`src/rtl/lc3_pkg.sv`:
```
// -----------------------------------------------------------------------------
// lc3_pkg
// Shared definitions for the LC3 core pipeline stages (fetch, decode, execute).
//   LC3_AW / LC3_DW : default address and instruction widths
//   LC3_RESET_PC    : user-program origin loaded into the PC on reset
//   fetch_state_t   : instruction-fetch FSM encoding
// -----------------------------------------------------------------------------
package lc3_pkg;

    localparam int LC3_AW = 16;
    localparam int LC3_DW = 16;

    localparam logic [LC3_AW-1:0] LC3_RESET_PC = 16'h3000;

    // S_IDLE : no request outstanding, waiting for enable_fetch
    // S_REQ  : read strobe high, memory samples pc at the next edge
    // S_RESP : waiting to move the memory response into the decode buffer
    typedef enum logic [1:0] {
        S_IDLE = 2'd0,
        S_REQ  = 2'd1,
        S_RESP = 2'd2
    } fetch_state_t;

endpackage

```
`src/rtl/lc3_fetch_if.sv`:
```
// -----------------------------------------------------------------------------
// lc3_fetch_if
// Bundles the two handshakes of the fetch stage:
//   instruction memory : pc, instrmem_rd (fetch -> mem)
//                        complete_instr, Instr_dout (mem -> fetch)
//   decode buffer      : ir, ir_pc, npc, ir_valid (fetch -> decode)
//                        ir_ready (decode -> fetch)
// master = fetch stage side, slave = memory/decode side.
// -----------------------------------------------------------------------------
interface lc3_fetch_if
    import lc3_pkg::*;
#(
    parameter int AW = LC3_AW,
    parameter int DW = LC3_DW
);

    // instruction memory port
    logic [AW-1:0] pc;
    logic          instrmem_rd;
    logic          complete_instr;
    logic [DW-1:0] Instr_dout;

    // decode-side valid/ready buffer
    logic [DW-1:0] ir;
    logic [AW-1:0] ir_pc;
    logic [AW-1:0] npc;
    logic          ir_valid;
    logic          ir_ready;

    modport master (
        output pc, instrmem_rd,
        input  complete_instr, Instr_dout,
        output ir, ir_pc, npc, ir_valid,
        input  ir_ready
    );

    modport slave (
        input  pc, instrmem_rd,
        output complete_instr, Instr_dout,
        input  ir, ir_pc, npc, ir_valid,
        output ir_ready
    );

endinterface

```
`src/rtl/lc3_fetch.sv`:
```
// -----------------------------------------------------------------------------
// lc3_fetch
// Instruction-fetch stage of the LC3 core. Owns the PC, issues one read per
// instruction to instruction memory and parks each returned word in a
// one-entry valid/ready buffer for decode. Execute can redirect the PC.
//
// Ports:
//   clock        : system clock, all state changes on posedge
//   reset        : synchronous active-high reset
//   enable_fetch : 1 = new memory requests may be issued, 0 = stall
//   br_taken     : one-cycle redirect pulse from execute
//   taddr        : redirect target, valid with br_taken
//   fbus         : memory + decode handshake (lc3_fetch_if.master)
//
// Parameters:
//   AW / DW  : address and instruction width
//   RESET_PC : PC value after reset
// -----------------------------------------------------------------------------
module lc3_fetch
    import lc3_pkg::*;
#(
    parameter int            AW       = LC3_AW,
    parameter int            DW       = LC3_DW,
    parameter logic [AW-1:0] RESET_PC = LC3_RESET_PC
)(
    input  logic          clock,
    input  logic          reset,
    input  logic          enable_fetch,
    input  logic          br_taken,
    input  logic [AW-1:0] taddr,
    lc3_fetch_if.master   fbus
);

    localparam logic [AW-1:0] PC_ONE = AW'(1);

    fetch_state_t  state_q, state_d;

    logic [AW-1:0] pc_q;
    logic [DW-1:0] ir_q;
    logic [AW-1:0] ir_pc_q;
    logic [AW-1:0] npc_q;
    logic          ir_valid_q;

    logic          buf_free;
    logic          capture;
    logic          rd;

    // -------------------------------------------------------------------------
    // Next-state and Moore output logic
    // -------------------------------------------------------------------------
    always_comb begin
        // NOTE: every combinational output gets a default first; a path that
        // leaves one unassigned would infer a latch.
        state_d  = state_q;
        rd       = 1'b0;
        buf_free = !ir_valid_q || fbus.ir_ready;
        capture  = 1'b0;

        case (state_q)
            S_IDLE: begin
                if (enable_fetch) begin
                    state_d = S_REQ;
                end
            end

            S_REQ: begin
                rd      = 1'b1;
                state_d = S_RESP;
            end

            S_RESP: begin
                if (fbus.complete_instr) begin
                    if (buf_free) begin
                        capture = 1'b1;
                        state_d = enable_fetch ? S_REQ : S_IDLE;
                    end
                    // else: hold in S_RESP; memory keeps its output because
                    // no new read is issued, so the capture is retried.
                end else begin
                    // Response not ready: reissue the same address.
                    state_d = S_REQ;
                end
            end

            default: begin
                state_d = S_IDLE;
            end
        endcase

        // A redirect discards whatever response is pending and outranks both
        // capture and the back-pressure stall.
        if (br_taken) begin
            capture = 1'b0;
            state_d = enable_fetch ? S_REQ : S_IDLE;
        end
    end

    // -------------------------------------------------------------------------
    // State register
    // -------------------------------------------------------------------------
    always_ff @(posedge clock) begin
        // NOTE: sequential state uses non-blocking assignments so every
        // register samples the pre-edge values regardless of block order.
        if (reset) begin
            state_q <= S_IDLE;
        end else begin
            state_q <= state_d;
        end
    end

    // -------------------------------------------------------------------------
    // PC and decode buffer
    // Capture wins over the decode handshake, so a full buffer that is being
    // drained is refilled on the same edge with no bubble.
    // -------------------------------------------------------------------------
    always_ff @(posedge clock) begin
        if (reset) begin
            pc_q       <= RESET_PC;
            ir_q       <= '0;
            ir_pc_q    <= '0;
            npc_q      <= '0;
            ir_valid_q <= 1'b0;
        end else if (br_taken) begin
            pc_q       <= taddr;
            ir_valid_q <= 1'b0;
        end else if (capture) begin
            ir_q       <= fbus.Instr_dout;
            ir_pc_q    <= pc_q;
            npc_q      <= pc_q + PC_ONE;
            ir_valid_q <= 1'b1;
            pc_q       <= pc_q + PC_ONE;
        end else if (ir_valid_q && fbus.ir_ready) begin
            ir_valid_q <= 1'b0;
        end
    end

    // -------------------------------------------------------------------------
    // Outputs
    // -------------------------------------------------------------------------
    assign fbus.pc          = pc_q;
    assign fbus.instrmem_rd = rd;
    assign fbus.ir          = ir_q;
    assign fbus.ir_pc       = ir_pc_q;
    assign fbus.npc         = npc_q;
    assign fbus.ir_valid    = ir_valid_q;

endmodule

```
`src/flat_wrapper.sv`:
```
// flat-port wrapper written by rule: the top's interface ports become plain ports
module lc3_fetch_flat import lc3_pkg::*;
#(
    parameter int            AW       = LC3_AW,
    parameter int            DW       = LC3_DW,
    parameter logic [AW-1:0] RESET_PC = LC3_RESET_PC
)
  (clock, reset, enable_fetch, br_taken, taddr, fbus_pc, fbus_instrmem_rd, fbus_complete_instr, fbus_Instr_dout, fbus_ir, fbus_ir_pc, fbus_npc, fbus_ir_valid, fbus_ir_ready);
  lc3_fetch_if #(.AW(AW), .DW(DW)) fbus_i ();
  input  logic clock;
  input  logic reset;
  input  logic enable_fetch;
  input  logic br_taken;
  input  logic [AW-1:0] taddr;
  output wire logic [$bits(fbus_i.pc)-1:0] fbus_pc;
  output wire logic [$bits(fbus_i.instrmem_rd)-1:0] fbus_instrmem_rd;
  input wire logic [$bits(fbus_i.complete_instr)-1:0] fbus_complete_instr;
  input wire logic [$bits(fbus_i.Instr_dout)-1:0] fbus_Instr_dout;
  output wire logic [$bits(fbus_i.ir)-1:0] fbus_ir;
  output wire logic [$bits(fbus_i.ir_pc)-1:0] fbus_ir_pc;
  output wire logic [$bits(fbus_i.npc)-1:0] fbus_npc;
  output wire logic [$bits(fbus_i.ir_valid)-1:0] fbus_ir_valid;
  input wire logic [$bits(fbus_i.ir_ready)-1:0] fbus_ir_ready;
  assign fbus_pc = fbus_i.pc;
  assign fbus_instrmem_rd = fbus_i.instrmem_rd;
  assign fbus_i.complete_instr = fbus_complete_instr;
  assign fbus_i.Instr_dout = fbus_Instr_dout;
  assign fbus_ir = fbus_i.ir;
  assign fbus_ir_pc = fbus_i.ir_pc;
  assign fbus_npc = fbus_i.npc;
  assign fbus_ir_valid = fbus_i.ir_valid;
  assign fbus_i.ir_ready = fbus_ir_ready;
  lc3_fetch #(.AW(AW), .DW(DW), .RESET_PC(RESET_PC)) u_core (.clock(clock), .reset(reset), .enable_fetch(enable_fetch), .br_taken(br_taken), .taddr(taddr), .fbus(fbus_i));
endmodule
```
`config.mk`:
```
export PLATFORM = sky130hd
export DESIGN_NAME = lc3_fetch_flat
export DESIGN_NICKNAME = d
export VERILOG_FILES = /design/src/rtl/lc3_pkg.sv /design/src/rtl/lc3_fetch_if.sv /design/src/rtl/lc3_fetch.sv /design/src/flat_wrapper.sv
export SDC_FILE = /design/constraint.sdc
export NUM_CORES = 1
export LEC_CHECK = 0
export BUFFER_PORTS_ARGS = -buffer_cell sky130_fd_sc_hd__buf_2
export CELL_PAD_IN_SITES_DETAIL_PLACEMENT = 0
export CELL_PAD_IN_SITES_GLOBAL_PLACEMENT = 1
export CORE_ASPECT_RATIO = 1.25
export CORE_MARGIN = 10
export CORE_UTILIZATION = 30
export CTS_CLUSTER_DIAMETER = 60
export DETAILED_ROUTE_END_ITERATION = 6
export GPL_ROUTABILITY_DRIVEN = 0
export GPL_TIMING_DRIVEN = 0
export PLACE_DENSITY_LB_ADDON = 0.1
export SLEW_MARGIN = 20
export SYNTH_ARGS = -nofsm -noshare
export SYNTH_HDL_FRONTEND = slang
export SYNTH_SLANG_ARGS = --single-unit
```
`constraint.sdc`:
```
create_clock -name clock -period 5.4 [get_ports clock]
set_input_delay 0.81 -clock clock [delete_from_list [all_inputs] [get_ports clock]]
set_output_delay 0.81 -clock clock [all_outputs]
set_load 0.02 [all_outputs]
```
Word level (Yosys, flattened, before mapping) --
Cells that the tools add are included.
Word-level totals: logic and storage cells 36, bits of input ports 38, flip-flop bits (word level) 67
Operators by class: mux-type cells 15, reductions and logical operators 9, add/subtract/negate cells 1, bitwise gates (word level) 1, eq/ne operators 4
Operators with widths (number):
- $mux W16 | 2
- $add A16 B1 Y16 const B | 1
- $mux W1 | 8
- $mux W2 | 4
- $pmux W2 S3 | 1
- $ne A4 B3 Y1 const B | 1
- $reduce_and A2 Y1 | 2
- $reduce_bool A2 Y1 | 2
- $ne A3 B3 Y1 const B | 1
- $eq A2 B1 Y1 const B | 1
- $eq A2 B2 Y1 const B | 1
- $logic_not A2 Y1 | 1
- $reduce_or A2 Y1 | 1
- $logic_and A1 B1 Y1 | 1
- $logic_not A1 Y1 | 1
- $logic_or A1 B1 Y1 | 1
- $not A1 Y1 | 1

Logic depth before layout (Yosys ltp) --
depth in word-level cells 8, gate-level depth with buffers 6, gate-level depth less buffers 5

Worst setup path before layout --
Ideal clock, no wire load.
path kind input to register, from in fbus_complete_instr, to reg u_core.pc_q[14] (netlist: u_core.fbus.pc[14]), arrival 2.045 ns, slack 3.264 ns, required time 5.309 ns, stages on the path 4, setup time 0.091 ns, cell sequence nand3b_4 > or4_4 > or3_1 > a311oi_1
Between the ends: word-level cells in the longest chain between the ends 4
Ends and longest elaborated chain:
- from (decl) | RTL line flat_wrapper.sv:17 | input wire logic [$bits(fbus_i.complete_instr)-1:0] fbus_complete_instr;
- $mux W1 | RTL line lc3_fetch.sv:72 | if (fbus.complete_instr) begin
- $mux W1 | RTL line lc3_fetch.sv:59 | case (state_q)
- $mux W1 | RTL line lc3_fetch.sv:92 | if (br_taken) begin
- $reduce_bool A2 Y1 (no line)
- to (signal assigned) | RTL line lc3_fetch.sv:124 | pc_q <= taddr;
- to (signal assigned) | RTL line lc3_fetch.sv:131 | pc_q <= pc_q + PC_ONE;
- to (decl) | RTL line lc3_fetch.sv:38 | logic [AW-1:0] pc_q;
Every way passes these cells. A chain may end at the register's enable or synchronous reset.

Final worst setup path --
from in fbus_ir_ready, to reg u_core.npc_q[12] (netlist: u_core.fbus.npc[12])
Between the ends: word-level cells in the longest chain between the ends 6
Ends and longest elaborated chain:
- from (decl) | RTL line flat_wrapper.sv:23 | input wire logic [$bits(fbus_i.ir_ready)-1:0] fbus_ir_ready;
- $logic_or A1 B1 Y1 | RTL line lc3_fetch.sv:56 | buf_free = !ir_valid_q || fbus.ir_ready;
- $mux W1 | RTL line lc3_fetch.sv:73 | if (buf_free) begin
- $mux W1 | RTL line lc3_fetch.sv:72
- $mux W1 | RTL line lc3_fetch.sv:59
- $mux W1 | RTL line lc3_fetch.sv:92
- $reduce_and A2 Y1 (no line)
- to (signal assigned) | RTL line lc3_fetch.sv:129 | npc_q <= pc_q + PC_ONE;
- to (decl) | RTL line lc3_fetch.sv:41 | logic [AW-1:0] npc_q;
Every way passes these cells.

==> flow_summary.toml <==
[cts]
cts_tree = "built"
cts_htree_levels = 3
clk_path_buf_depth = 2
cts_hold_buf = 0
cts_sinks = 67
cts-resized-gates = 0
cts_buffers = 9
clk_pin_slew_ps = 50
insertion_delay_ps = 320
clock-root-buffer = "clkbuf_16"
postCtsSetupRepairBufs = 0

[timing]
worstMarginPinSlew_ps = 642
post-route-period-util_pct = 42.8
timing.hold.ws_ps = 449
finalMaxSlewViolations = 0
finalSetupViolCount = 0
setup_tns_ps = 0
relSlewSlack_pct = 57.0
min_period_ps = 2310
worst_slack_ps = 3090
fin_skew_ps = 6.78
hold_violations = 0
rsz0062_at_grt = "false"
fmax_mhz = 433

[drt]
wl_per_cell_um = 16.3
vias = 2921
route.met2.wl_um = 4490
top_layer_used = "met4"
m1WireLength_um = 4520
drt_iter0_drc = 117
route.detailed.drc = 0
firstDrtPassIters = 4
met3WireLength_um = 709
drt_wl_total_um = 9850
via_per_inst = 4.84
ant_nets = 0

[min_path]
min_path_type = "flip-flop to flip-flop"
worstHoldStart = "u_core.fbus.ir[0]"
holdPathStages = 2
hold_path_end = "u_core.fbus.ir[0]"

[global_routing]
grtUsageTotal_pct = 14.2
antenna_found_initial = 0
grt_max_degree = 11
grt-ovfl-total = 0
grt_pass1_wl_um = 15700
grt_pass1_vias = 2902

[synth]
ys_ff_latch = 67
synth_top_area_share_pct = 45.9
syn-num-nets = 401
synth_sequential_area_ratio_pct = 45.9
synth-edff-count = 0
avgSynthCellArea_sq_um = 8.07
syn_area_sq_um = 2920
ys.flop_type = "dfxtp_1"
yosys_warnings = 0
postSynth.asyncResetShare_pct = 0
synth.area.top_cells = "dfxtp_1 46%, nand2_1 9.6%, a21oi_1 6.0%, a211oi_1 5.9%, xnor2_1 4.8%"
syn_inst = 362
yosysUniqueCellTypes = 38
synth_top_cell_by_area = "dfxtp_1"

[worst_setup_path]
critPathMaxFanout = 10
reg2reg_depth = 5
r2r-end = "u_core.fbus.pc[14]"
cp_num_buf_inv = 3
rrSetupSlack_ps = 3150
cp-end-kind = "flip-flop"
r2r-start = "u_core.fbus.pc[0]"
crit_chain = "buf_2 -> nor2b_1 -> buf_1 -> nor3_2 -> clkbuf_1 -> nor2_1 -> a211oi_1"
crit_family = "buffers and inverters"
start_kind = "primary input"
cpPeakStageDelay_ps = 560
cp.required_ps = 5640
crit_type = "primary input to flip-flop"
crit_arrival_ps = 2550
slowest_stage = "nor3_2"

[status]
status = "completed"

[floorplan]
fp.dieW_um = 108
die_area_sq_um = 14100
core_sq_um = 9560
boundaryPins = 104
start_util_pct = 30.6
die_h_um = 130
rows = 40

[cells_and_area]
mostFrequentLayoutCells = "106 x buf_2, 75 x nand2_1, 67 x dfxtp_1"
final_common_cell = "buf_2"
fin_util_pct = 40.5
diodes = 0
area_growth_pct = 32.3
nNetsFinal = 513
drive_above_1_share_pct = 25.9
final_area_sq_um = 3870

[pwr]
leakage_nw = 1.52
powerDensity_nw_per_um2 = 303
ir_worst_vdd_v = 0.000136

[place]
dp_hpwl_um = 7480
io_buffers = 101
pre_cts_slack_ps = 2720
dpl-instance-area_sq_um = 3590

[run]
maxCapViolCount = 0
==> synth_stat cells, drive strengths merged (4+ instances only) <==
| master | number |
|---|---|
| dfxtp | 67 |
| nand3 | 7 |
| and3 | 4 |
| nor3 | 12 |
| buf | 6 |
| or4 | 4 |
| o21ai | 4 |
| inv | 5 |
| xnor2 | 16 |
| a311oi | 8 |
| a21oi | 35 |
| nand2 | 75 |
| clkbuf | 24 |
| nor2 | 34 |
| nor4 | 9 |
| a211oi | 23 |
==> through the flow <==
stage	std cells	total power, mW
detailed placement	589	0.637
finish	604	1.17
CTS	604	1.19
floorplan	362	0.590
global route	604	1.23
global placement	589	0.636
==> how the worst max path moves through the flow <==
stage,from,endpoint,slack [ps],cells past startpoint
2_1_floorplan,fbus_complete_instr,u_core.fbus.pc[14],3260,4
3_3_place_gp,fbus_ir_ready,u_core.fbus.npc[14],2670,7
3_5_place_dp,fbus_ir_ready,u_core.fbus.npc[12],2720,7
4_1_cts,fbus_ir_ready,u_core.fbus.npc[12],3050,7
5_1_grt,fbus_ir_ready,u_core.fbus.npc[13],2880,7
6_report,fbus_ir_ready,u_core.fbus.npc[12],3090,7
==> power breakdown <==
part,total (mW),leakage (nW),switching [mW],internal (mW)
Clock,0.547,0.135,0.201,0.346
Sequential,0.522,0.544,0.0150,0.507
Combinational,0.103,0.838,0.0646,0.0387
Total,1.17,1.52,0.281,0.891
==> cells by family after synthesis <==
group | after synthesis | synth area share [%]
adder cells (fa/ha/maj) | 1 | 0.428
AO/OA/AOI/OAI | 78 | 17.2
flip-flops | 67 | 45.9
XOR/XNOR | 18 | 5.39
buffers and inverters | 35 | 4.71
AND/OR/NAND/NOR | 163 | 26.4
==> area by class of cell <==
cell class	instances	area, sq um
Fill cell	1025	5690
Multi-Input combinational cell	260	1440
Clock inverter	1	7.51
Buffer	30	119
Clock buffer	14	274
Timing Repair Buffer	101	505
Inverter	5	18.8
Sequential cell	67	1340
Tap cell	126	158
==> worst reg2reg max path, delay by kind of cell, from the launching register on <==
family	cells	cell delay [ps]
compound gates	1	250
fa+ha+maj	1	290
flops	1	460
simple gates	3	1160
==> flip-flops by register name, indices dropped and copies added, names as in the netlist <==
| signal | cells |
|---|---|
| u_core.fbus.ir | 16 |
| u_core.fbus.npc | 16 |
| u_core.state_q | 2 |
| u_core.fbus.pc | 16 |
| u_core.fbus.ir_pc | 16 |
| u_core.fbus.ir_valid | 1 |
==> routing by layer <==
metal	GRT usage, %	vias to the layer above
met4	4.58	0
li1	-	1494
met1	17.9	1329
met2	22.4	87
met5	0	-
met3	4.54	11
Note: power is estimated with default switching activity, not from simulation.
